--- src/rtl/beat_onset_detector_if.sv ---
`default_nettype none
// ============================================================================
// Module  : beat_onset_detector_if
// Brief   : Flux-in / flux-out / beat bundle between the onset detector and
//           its neighbours on the tempo path.
// Rev     : 1.0  initial release
// ============================================================================
interface beat_onset_detector_if #(
   parameter int W = 16
);
   logic         flux_in_valid;
   logic [W-1:0] flux_in_raw;
   logic         flux_valid;
   logic [W-1:0] flux_out;
   logic         beat_valid;
   logic [W-1:0] mean_out;
   logic [1:0]   state_out;

   modport master (
      output flux_in_valid, flux_in_raw,
      input  flux_valid, flux_out, beat_valid, mean_out, state_out
   );

   modport slave (
      input  flux_in_valid, flux_in_raw,
      output flux_valid, flux_out, beat_valid, mean_out, state_out
   );
endinterface
`default_nettype wire

--- src/rtl/beat_onset_detector.sv ---
`default_nettype none
// ============================================================================
// Module  : beat_onset_detector
// Brief   : Running-mean adaptive-threshold beat flagger on spectral flux.
//           Optional macro ONSET_RISING_EDGE_EN adds a rising-slope term.
// Rev     : 1.0  initial release
// ============================================================================
module beat_onset_detector #(
   parameter int W            = 16,
   parameter int AVG_LEN      = 16,
   parameter int THRESH_NUM   = 3,
   parameter int THRESH_SHIFT = 1,
   parameter int MIN_FLUX     = 8,
   parameter int REFRACTORY   = 4
) (
   input  wire                   clk,
   input  wire                   reset,
   beat_onset_detector_if.slave  bus
);
   localparam int c_LOG2  = $clog2(AVG_LEN);
   localparam int c_SUM_W = W + c_LOG2;
   localparam int c_CMP_W = W + 4;
   localparam logic [c_CMP_W-1:0] c_NUM     = c_CMP_W'(THRESH_NUM);
   localparam logic [W-1:0]       c_MIN     = W'(MIN_FLUX);
   localparam logic [7:0]         c_REFR    = 8'(REFRACTORY);
   localparam logic [c_LOG2-1:0]  c_WP_LAST = c_LOG2'(AVG_LEN - 1);

   typedef enum logic [1:0] {
      ST_WARMUP  = 2'd0,
      ST_ARMED   = 2'd1,
      ST_REFRACT = 2'd2
   } state_t;

   logic [W-1:0]       r_buf [AVG_LEN];
   logic [c_LOG2-1:0]  r_wp;
   logic [c_SUM_W-1:0] r_sum;
   logic [7:0]         r_rcnt;
   state_t             r_state;
   logic               r_flux_valid;
   logic               r_beat_valid;
   logic [W-1:0]       r_flux_out;

   logic [W-1:0]       w_mean;
   logic [c_CMP_W-1:0] w_prod;
   logic [c_CMP_W-1:0] w_thr;
   logic [c_SUM_W-1:0] w_sum_next;
   logic               w_above;
   logic               w_floor;
   logic               w_rise;
   logic               w_beat;

   // Mean and threshold come from the history before the current sample lands
   assign w_mean     = r_sum[c_SUM_W-1:c_LOG2];
   assign w_prod     = {4'b0, w_mean} * c_NUM;
   assign w_thr      = w_prod >> THRESH_SHIFT;
   assign w_above    = {4'b0, bus.flux_in_raw} > w_thr;
   assign w_floor    = bus.flux_in_raw >= c_MIN;
   assign w_beat     = (r_state == ST_ARMED) && w_above && w_floor && w_rise;
   assign w_sum_next = r_sum + {{c_LOG2{1'b0}}, bus.flux_in_raw}
                             - {{c_LOG2{1'b0}}, r_buf[r_wp]};

`ifdef ONSET_RISING_EDGE_EN
   logic [W-1:0] r_prev;

   always_ff @(posedge clk or negedge reset) begin
      if (!reset)
         r_prev <= '0;
      else if (bus.flux_in_valid)
         r_prev <= bus.flux_in_raw;
   end

   assign w_rise = bus.flux_in_raw > r_prev;
`else
   assign w_rise = 1'b1;
`endif

   always_ff @(posedge clk or negedge reset) begin
      if (!reset) begin
         for (int i = 0; i < AVG_LEN; i++)
            r_buf[i] <= '0;
      end else if (bus.flux_in_valid) begin
         r_buf[r_wp] <= bus.flux_in_raw;
      end
   end

   always_ff @(posedge clk or negedge reset) begin
      if (!reset) begin
         r_state      <= ST_WARMUP;
         r_rcnt       <= '0;
         r_wp         <= '0;
         r_sum        <= '0;
         r_flux_valid <= 1'b0;
         r_beat_valid <= 1'b0;
         r_flux_out   <= '0;
      end else begin
         r_flux_valid <= bus.flux_in_valid;
         r_beat_valid <= bus.flux_in_valid && w_beat;
         if (bus.flux_in_valid) begin
            r_flux_out <= bus.flux_in_raw;
            r_sum      <= w_sum_next;
            r_wp       <= r_wp + 1'b1;
            case (r_state)
               // The write pointer starts at zero, so it doubles as the fill count
               ST_WARMUP: begin
                  if (r_wp == c_WP_LAST)
                     r_state <= ST_ARMED;
               end
               ST_ARMED: begin
                  if (w_beat) begin
                     r_rcnt  <= c_REFR;
                     r_state <= ST_REFRACT;
                  end
               end
               ST_REFRACT: begin
                  r_rcnt <= r_rcnt - 1'b1;
                  if (r_rcnt == 8'd1)
                     r_state <= ST_ARMED;
               end
               default: r_state <= ST_WARMUP;
            endcase
         end
      end
   end

   assign bus.flux_valid = r_flux_valid;
   assign bus.flux_out   = r_flux_out;
   assign bus.beat_valid = r_beat_valid;
   assign bus.mean_out   = w_mean;
   assign bus.state_out  = r_state;
endmodule
`default_nettype wire
--- src/flat_wrapper.sv ---
// flat-port wrapper written by rule: the top's interface ports become plain ports
module beat_onset_detector_flat 
#(
   parameter int W            = 16,
   parameter int AVG_LEN      = 16,
   parameter int THRESH_NUM   = 3,
   parameter int THRESH_SHIFT = 1,
   parameter int MIN_FLUX     = 8,
   parameter int REFRACTORY   = 4
)
  (clk, reset, bus_flux_in_valid, bus_flux_in_raw, bus_flux_valid, bus_flux_out, bus_beat_valid, bus_mean_out, bus_state_out);
  beat_onset_detector_if #(.W(W)) bus_i ();
  input  wire clk;
  input  wire reset;
  input wire logic [$bits(bus_i.flux_in_valid)-1:0] bus_flux_in_valid;
  input wire logic [$bits(bus_i.flux_in_raw)-1:0] bus_flux_in_raw;
  output wire logic [$bits(bus_i.flux_valid)-1:0] bus_flux_valid;
  output wire logic [$bits(bus_i.flux_out)-1:0] bus_flux_out;
  output wire logic [$bits(bus_i.beat_valid)-1:0] bus_beat_valid;
  output wire logic [$bits(bus_i.mean_out)-1:0] bus_mean_out;
  output wire logic [$bits(bus_i.state_out)-1:0] bus_state_out;
  assign bus_i.flux_in_valid = bus_flux_in_valid;
  assign bus_i.flux_in_raw = bus_flux_in_raw;
  assign bus_flux_valid = bus_i.flux_valid;
  assign bus_flux_out = bus_i.flux_out;
  assign bus_beat_valid = bus_i.beat_valid;
  assign bus_mean_out = bus_i.mean_out;
  assign bus_state_out = bus_i.state_out;
  beat_onset_detector #(.W(W), .AVG_LEN(AVG_LEN), .THRESH_NUM(THRESH_NUM), .THRESH_SHIFT(THRESH_SHIFT), .MIN_FLUX(MIN_FLUX), .REFRACTORY(REFRACTORY)) u_core (.clk(clk), .reset(reset), .bus(bus_i));
endmodule
--- config.mk ---
export PLATFORM = sky130hd
export DESIGN_NAME = beat_onset_detector_flat
export DESIGN_NICKNAME = d
export VERILOG_FILES = /design/src/rtl/beat_onset_detector_if.sv /design/src/rtl/beat_onset_detector.sv /design/src/flat_wrapper.sv
export SDC_FILE = /design/constraint.sdc
export NUM_CORES = 1
export LEC_CHECK = 0
export ABC_AREA = 1
export ABC_CLOCK_PERIOD_IN_PS = 3200
export CORE_MARGIN = 2
export CORE_UTILIZATION = 29
export DETAILED_ROUTE_END_ITERATION = 7
export GPL_TIMING_DRIVEN = 1
export HOLD_SLACK_MARGIN = 0.05
export SLEW_MARGIN = 20
export SYNTH_ARGS = -nofsm -noshare
export SYNTH_HDL_FRONTEND = slang
export SYNTH_SLANG_ARGS = --single-unit
--- constraint.sdc ---
create_clock -name clk -period 3.2 [get_ports clk]
set_clock_uncertainty 0.1 [all_clocks]
set_input_delay 0.8 -clock clk [delete_from_list [all_inputs] [get_ports clk]]
set_output_delay 0.8 -clock clk [all_outputs]
set_load 0.05 [all_outputs]
After elaboration in Yosys (flattened, before gate mapping)
Cells that the tools add are included.
- bits in registers: 308
- output and inout bits: 36
- add/subtract/negate cells: 4
- $mul: 1
- magnitude comparators: 4
- equal/unequal tests: 7
- mux-type cells: 12
- bitwise operators: 1
- reduce and logical (&&, ||, !) cells: 8
- operators with widths (cell ; number):
    $bwmux 256 ; 1
    $bmux 16 s4 ; 1
    $demux 16 s4 ; 1
    $mux 16 ; 3
    $add 20x16->20 ; 1
    $sub 20x16->20 ; 1
    $mul 16x2->18 const B ; 1
    $gt 16x17->1 ; 1
    $ge 16x4->1 const B ; 1
    $pmux 8 s2 ; 1
    $eq 8x1->1 const B ; 1
    $mux 8 ; 1
    $sub 8x1->8 const B ; 1
    $mux 2 ; 3
    $ne 2x1->1 const B ; 3
    $pmux 2 s3 ; 1
    $ge 5x5->1 const B ; 1
    $lt 5x1->1 const B ; 1
    $not 4->5 ; 1
    $add 4x1->4 const B ; 1
    $eq 4x4->1 const B ; 1
    $logic_and 1x1->1 ; 4
    $reduce_and 4->1 ; 1
    $reduce_and 3->1 ; 1
    4 further kinds ; 4

Logic depth before layout (Yosys ltp)
Gate-level depths: netlist of run 1.
- depth after elaboration: 6
- gate-level depth with buffers: 24

Worst setup path after synthesis of run 1
Ideal clock, no wire load.
- path type: reg-to-reg
- start: register u_core.r_wp[0]
- end: register u_core.r_sum[12]
- library setup time: 0.133 ns
- data arrival time: 2.999 ns
- required time: 2.967 ns
- setup slack: -0.032 ns
- stages on the path, launching flop included: 20
- path buffers: 2
- path through: dfrtp_1 inv_2 buf_2 clkbuf_1 nor2_1 o22ai_1 nand2_1 nand4_1 fa_1 fa_1 inv_1 nand3_1 nand2_1 a21boi_2 o21ai_1 nand2_1 nand2_1 nand2_1 nand3_1 o21ai_0
- longest elaborated chain between the ends: 5
- RTL lines (item ; line ; RTL):
    from (decl) ; beat_onset_detector.sv:35 ; logic [c_LOG2-1:0] r_wp;
    from (signal assigned) ; beat_onset_detector.sv:101 ; r_wp <= r_wp + 1'b1;
    $not 4->5 (implied by the code) ; beat_onset_detector.sv:60 ; - {{c_LOG2{1'b0}}, r_buf[r_wp]};
    $bmux 16 s4 ; beat_onset_detector.sv:60 ;
    $mux 16 (implied by the code) (2 in a row) ; beat_onset_detector.sv:60 ;
    $sub 20x16->20 ; beat_onset_detector.sv:60 ;
    to (signal assigned) ; beat_onset_detector.sv:100 ; r_sum <= w_sum_next;
    to (decl) ; beat_onset_detector.sv:36 ; logic [c_SUM_W-1:0] r_sum;
Every way passes these cells. The select of a mux whose other input is x is not followed.
A chain may end at the register's enable or synchronous reset.

Worst setup path in the final report of run 1
- start: register u_core.r_wp[0]
- end: register u_core.r_sum[18]
Same word-level chain as after synthesis.

==> reports/qor.yml, run 1 <==
synth:
  synth-seq-area-share: 0.476
  syn_area_um2: 16200
  ys_warn_count: 0
  syn_avg_cell_area_um2: 8.02
  synth_seq_cells: 308
  synth_nets: 2112
  synth_cell_types: 40
  syn_inst: 2018
route:
  routed_wl_mm: 51.8
  drt_iter0_markers: 1267
  wl_met3_mm: 3.13
  via_count: 14800
  drt_first_pass_iters: 5
  wl_met1_mm: 23.8
  wl_per_cell_um: 17.3
  via_per_inst: 4.94
  top_layer: "met5"
  postRouteAntennaNets: 0
  routed-wl-met2_mm: 23.1
  drc: 0
timing:
  setup_viol: 27
  worst_slew_pin_slew_ps: 706
  finalHoldViolCount: 0
  grt_setup_unrepaired: "yes"
  slew_viol_final: 0
  timing.final.ws_setup_ps: -358
  max_freq_ghz: 0.281
  maxSlewHeadroom: 0.530
  min_period_ps: 3560
  min_period_over_period: 1.11
die:
  rows: 86
  initial_core_util: 0.294
  dieArea_um2: 57700
  die_w_um: 240
  die_h_um: 240
  coreArea_um2: 55100
  ios: 55
cells_and_area:
  fillers: 5503
  final_cell_area_um2: 21500
  n_antenna_cell: 0
  drive_gt1_frac: 0.218
  final_common_cell: "nand2_1"
  nNetsFinal: 2312
  area_growth_pct: 32.6
  mostFrequentLayoutCells: "nand2_1 (442), o21ai_0 (326), dfrtp_1 (305), buf_4 (205), inv_1 (146)"
worst_hold_path:
  hold_path.class: "in -> async"
clock_network:
  cts_tree: "built"
  clock_path_buffers: 3
  clock-sinks: 308
  clk-insertion-delay-late_ps: 550
  cts_max_level: 2
  clockRootBuffer: "clkbuf_16"
  numCtsBuffers: 36
  holdBufCountCts: 0
  clk_pin_slew_ps: 60
global_route:
  grt_pass1_wl_mm: 78.9
  grt_max_degree: 77
  grt_pass1_vias: 14100
  grt.total_usage: 0.175
  grt_overflow: 0
  antenna_found_initial: 0
worst_setup_path:
  end_kind: "flop"
  r2r_end: "u_core.r_sum[18]"
  r2r_cells: 18
  worstSetupPathType: "reg -> reg"
  cp-endpoint: "u_core.r_sum[18]"
  worst-r2r-setup-slack_ps: -360
  worstPathRequired_ps: 3520
  reg2reg_from: "u_core.r_wp[0]"
  critPathArrivalTime_ps: 3870
  setup.worst_path.start_class: "flop"
  path_max_fanout: 7
  crit_start: "u_core.r_wp[0]"
outcome:
  violations: "setup timing"
  status: "finished, violations left"
placement:
  routabilityCongestion: 0.881
  port-buffer-count: 54
  postPlaceCellArea_um2: 18900
  hpwl_mm: 34.9
run:
  maxCapViolations: 0
-- through the flow --
stage,hold slack [ps],setup WS (ps),TNS (ps),utilization,instances
2_1_floorplan,348,4.56,0,-,2018
3_3_place_gp,360,-587,-10310,0.343,2897
3_5_place_dp,367,-562,-10880,0.343,2897
4_1_cts,158,-307,-5890,0.374,2969
5_1_grt,172,-487,-10620,0.389,2992
6_report,113,-358,-6180,0.389,2992
-- routing by layer --
metal	track usage	vias up
met5	0	-
met4	0.0582	2
met3	0.0269	93
met2	0.271	465
met1	0.251	7157
li1	-	7065
-- cell type report --
class                      count  area [µm²]  area share
clock inverter                15         185     0.00863
timing repair buffer         301        2820       0.131
inverter                     163         629      0.0293
sequential                   308        7710       0.359
clock buffer                  49        1060      0.0495
tap                          748         936      0.0436
multi-input combinational   1408        8110       0.378
-- worst min path at each step --
stage                        endpoint         startpoint  depth (start not counted)  slack [ps]
3_5_place_dp        u_core.r_buf[231]  u_core.r_buf[231]                          2         370
2_1_floorplan         u_core.r_buf[0]    u_core.r_buf[0]                          2         350
5_1_grt        u_core.bus.flux_out[9]              reset                          1         170
3_3_place_gp         u_core.r_buf[88]   u_core.r_buf[88]                          2         360
6_report       u_core.bus.flux_out[9]              reset                          1         110
4_1_cts        u_core.bus.flux_out[9]              reset                          1         160
-- Yosys cell counts (all sizes together) --
library cell | n | share of area
o21ai | 425 | 0.13
nand2b | 1 | 0.00039
nor2 | 155 | 0.037
nor3b | 2 | 0.00093
o22ai | 50 | 0.019
a21o | 5 | 0.0023
clkbuf | 99 | 0.023
a31oi | 3 | 0.0012
dfrtp | 308 | 0.48
nor3 | 7 | 0.0022
buf | 40 | 0.015
nand2 | 485 | 0.11
a21boi | 3 | 0.0016
fa | 17 | 0.021
inv | 162 | 0.038
o21a | 2 | 0.00093
nand3 | 36 | 0.011
ha | 58 | 0.045
nand4 | 30 | 0.012
nor4 | 2 | 0.00077
o21bai | 4 | 0.0019
nand3b | 4 | 0.0019
xor2 | 15 | 0.0081
xnor2 | 8 | 0.0043
a21oi | 93 | 0.029
clkinv | 1 | 0.00023
o31ai | 3 | 0.0014
-- flip-flops by register name, indices dropped and copies added (netlist names) --
name / cells
u_core.bus.flux_out: 16
u_core.bus.state_out: 2
u_core.r_buf: 256
u_core.r_wp: 4
u_core.r_sum: 20
u_core.r_rcnt: 8
u_core.bus.beat_valid: 1
u_core.bus.flux_valid: 1
-- cell families after synthesis --
kind of cell               after synthesis  synth area share
buffers and inverters                  302            0.0757
and+or+nand+nor                        722             0.180
xor gates and xnor gates                23            0.0125
adders and majority gates               75            0.0659
AOI/OAI and AO/OA                      588             0.190
DFF                                    308             0.476
-- repair_timing --
action,4_1_cts,5_1_grt
pin swaps,38,76
gates cloned,0,4
endpoints found under the setup margin,28,28
gates resized for setup,90,215
setup buffers,8,19
-- critical path, cell delays in order, from the launching register on --
cell	delay, ps
dfrtp_4	490
clkinv_8	120
clkbuf_16	190
buf_8	140
o21ai_0	140
o22ai_1	90
nand2_1	60
nand4_1	250
fa_1	580
inv_1	70
ha_4	250
a21oi_2	180
a21boi_2	220
buf_4	130
nand2_1	50
nand2_1	100
nand4_1	100
nand3_1	90
o21ai_1	60
Power of run 1 is left out: the tool's default activity adds up to more than one toggle a clock period on the data nets, which glitch-free logic cannot reach.
==> run 2: changes to the inputs <==
CAP_MARGIN = 20   (was unset)
CELL_PAD_IN_SITES_DETAIL_PLACEMENT = 1   (was unset)
CELL_PAD_IN_SITES_GLOBAL_PLACEMENT = 1   (was unset)
PLACE_DENSITY_LB_ADDON = 0.1   (was unset)
==> run 2 against run 1 <==
Against the previous run:
- final area shrank 0.31%
- core utilization fell by 0.12 points
- critical endpoint unchanged
- critical path depth unchanged
- worst setup slack worse by 40 ps
- via count decreased by 1.4%
- worst hold slack gained 5.7 ps
- the flow still finishes with violations (setup timing)
- non-clock buffer count increased by 19
- flip-flop and latch count did not move
==> reports/qor.yml, run 2 (synthesis gave the netlist of run 1 again) <==
outcome:
  status: "finished, violations left"  # unchanged
  violations: "setup timing"  # unchanged
worst_hold_path:
  hold_path.class: "in -> async"  # unchanged
die:
  rows: 86  # unchanged
  dieArea_um2: 57700  # unchanged
  ios: 55  # unchanged
  initial_core_util: 0.294  # unchanged
  die_w_um: 240  # unchanged
  die_h_um: 240  # unchanged
  coreArea_um2: 55100  # unchanged
worst_setup_path:
  r2r_cells: 18  # unchanged
  worstPathRequired_ps: 3520  # about the same
  r2r_end: "u_core.r_sum[18]"  # unchanged
  path_max_fanout: 22  # was 7
  setup.worst_path.start_class: "flop"  # unchanged
  end_kind: "flop"  # unchanged
  reg2reg_from: "u_core.r_wp[0]"  # unchanged
  worstSetupPathType: "reg -> reg"  # unchanged
  critPathArrivalTime_ps: 3920  # was 3870 ps
  worst-r2r-setup-slack_ps: -400  # was -360 ps
route:
  via_per_inst: 4.84  # was 4.94
  drc: 0  # unchanged
  postRouteAntennaNets: 0  # unchanged
  via_count: 14600  # was 14800
  drt_first_pass_iters: 5  # unchanged
  wl_per_cell_um: 20.3  # was 17.3 µm
  routed_wl_mm: 61.2  # was 51.8 mm
  drt_iter0_markers: 657  # was 1267
timing:
  max_freq_ghz: 0.278  # was 0.281 GHz
  setup_viol: 27  # unchanged
  min_period_over_period: 1.12  # was 1.11
  maxSlewHeadroom: 0.533  # was 0.530
  fin_tns_setup_ps: -6660  # was -6180 ps
  timing.final.ws_setup_ps: -398  # was -358 ps
  grt_setup_unrepaired: "yes"  # unchanged
  min_period_ps: 3600  # was 3560 ps
  worst_slew_pin_slew_ps: 700  # was 706 ps
  slew_viol_final: 0  # unchanged
  finalHoldViolCount: 0  # unchanged
placement:
  routabilityCongestion: 0.798  # was 0.881
  hpwl_mm: 43.7  # was 34.9 mm
  port-buffer-count: 54  # unchanged
clock_network:
  clockRootBuffer: "clkbuf_16"  # unchanged
  cts_tree: "built"  # unchanged
  clock-sinks: 308  # unchanged
  clock_path_buffers: 3  # unchanged
  clk-insertion-delay-late_ps: 560  # was 550 ps
  clk_pin_slew_ps: 60  # about the same
  numCtsBuffers: 39  # was 36
  cts_max_level: 2  # unchanged
cells_and_area:
  final_common_cell: "nand2_1"  # unchanged
  drive_gt1_frac: 0.205  # was 0.218
  mostFrequentLayoutCells: "nand2_1 (445), o21ai_0 (379), dfrtp_1 (304), buf_4 (234), inv_1 (153)"  # was nand2_1 (442), o21ai_0 (326), dfrtp_1 (305), buf_4 (205), inv_1 (146)
  area_growth_pct: 32.2  # was 32.6%
  nNetsFinal: 2336  # was 2312
  top_register: "u_core.r_buf"  # unchanged
  multiInputGateArea_um2: 7890  # was 8110 µm²
  n_antenna_cell: 0  # unchanged
  final_core_util: 0.388  # was 0.389
  fillers: 6548  # was 5503
  ff_latch_area_um2: 7710  # about the same
  largest_register_ffs: 256  # unchanged
global_route:
  grt_overflow: 0  # unchanged
  grt_max_degree: 73  # was 77
  grt_pass1_vias: 15900  # was 14100
  antenna_found_initial: 0  # unchanged
  grt.total_usage: 0.219  # was 0.175
  grt_pass1_wl_mm: 95.3  # was 78.9 mm
run:
  maxCapViolations: 0  # unchanged
## run 2: cell count changes in the layout (fill, tap and decap cells not counted), moves of 4 or more
cell     previous run  this run
nor2_1            135       142
inv_1             146       153
o21ai_2            22         9
o21ai_0           326       379
inv_2              13         7
o21ai_1            73        36
buf_4             205       234
buf_6              14         5
a21oi_1            73        77
nor2_4              6         2
## run 2: critical path: stages (launching register included)
cell and delay [ps]:
dfrtp_4 590, buf_12 200, buf_12 150, o21ai_0 160, o22ai_1 100, nand2_1 80
nand4_1 90, buf_4 170, fa_1 480, inv_1 60, ha_2 330, a21oi_4 200
a21boi_4 220, buf_4 120, nand2_1 40, nand2_1 90, nand4_1 110, nand3_1 90
o21ai_1 70
## run 2: worst max-delay path by stage
stage / from / end / slack, ps / depth (start not counted)
finish: u_core.r_wp[0] / u_core.r_sum[18] / -400 / 18
global route: u_core.r_wp[0] / u_core.r_sum[18] / -620 / 18
CTS: u_core.r_wp[0] / u_core.r_sum[18] / -440 / 18
detailed placement: u_core.r_wp[0] / u_core.r_sum[16] / -670 / 22
global placement: u_core.r_wp[0] / u_core.r_sum[14] / -580 / 19
floorplan: u_core.r_wp[0] / u_core.r_sum[12] / 5 / 18
## run 2: timing repair
item | in CTS | in global routing
setup buffers | 9 | 2
gates resized for setup | 92 | 101
cloned | 2 | 1
hold buffers | 0 | 0
pin swaps | 40 | 39
endpoints found under the setup margin | 29 | 29
endpoints found under the hold margin | 0 | 0
## run 2: area by class of cell
class                   instances  area share
clock inverters                13      0.0104
inverters                     163      0.0293
clock buffers                  52      0.0507
repair inverters                2    0.000936
flip-flops and latches        308       0.361
repair buffers                320       0.136
well taps                     748      0.0438
multi-input cells            1408       0.369
## run 2: per-stage QoR
| step | instances | hold slack [ps] | instance area (µm²) | setup WS, ps |
|---|---|---|---|---|
| floorplan | 2018 | 348 | 16200 | 4.56 |
| global placement | 2935 | 361 | 19200 | -584 |
| detailed placement | 2935 | 369 | 19200 | -667 |
| CTS | 3011 | 146 | 21000 | -436 |
| global route | 3014 | 169 | 21400 | -619 |
| finish | 3014 | 119 | 21400 | -398 |
## run 2: per-layer routing
metal  vias up  global-route usage  part of all wire
met4         0              0.0700             0.030
li1       7094                   -                 -
met2       165               0.354              0.46
met1      7242               0.304              0.49
met3        76              0.0263             0.027
met5         -                   0                 0
Power of run 2 is left out for the same reason.
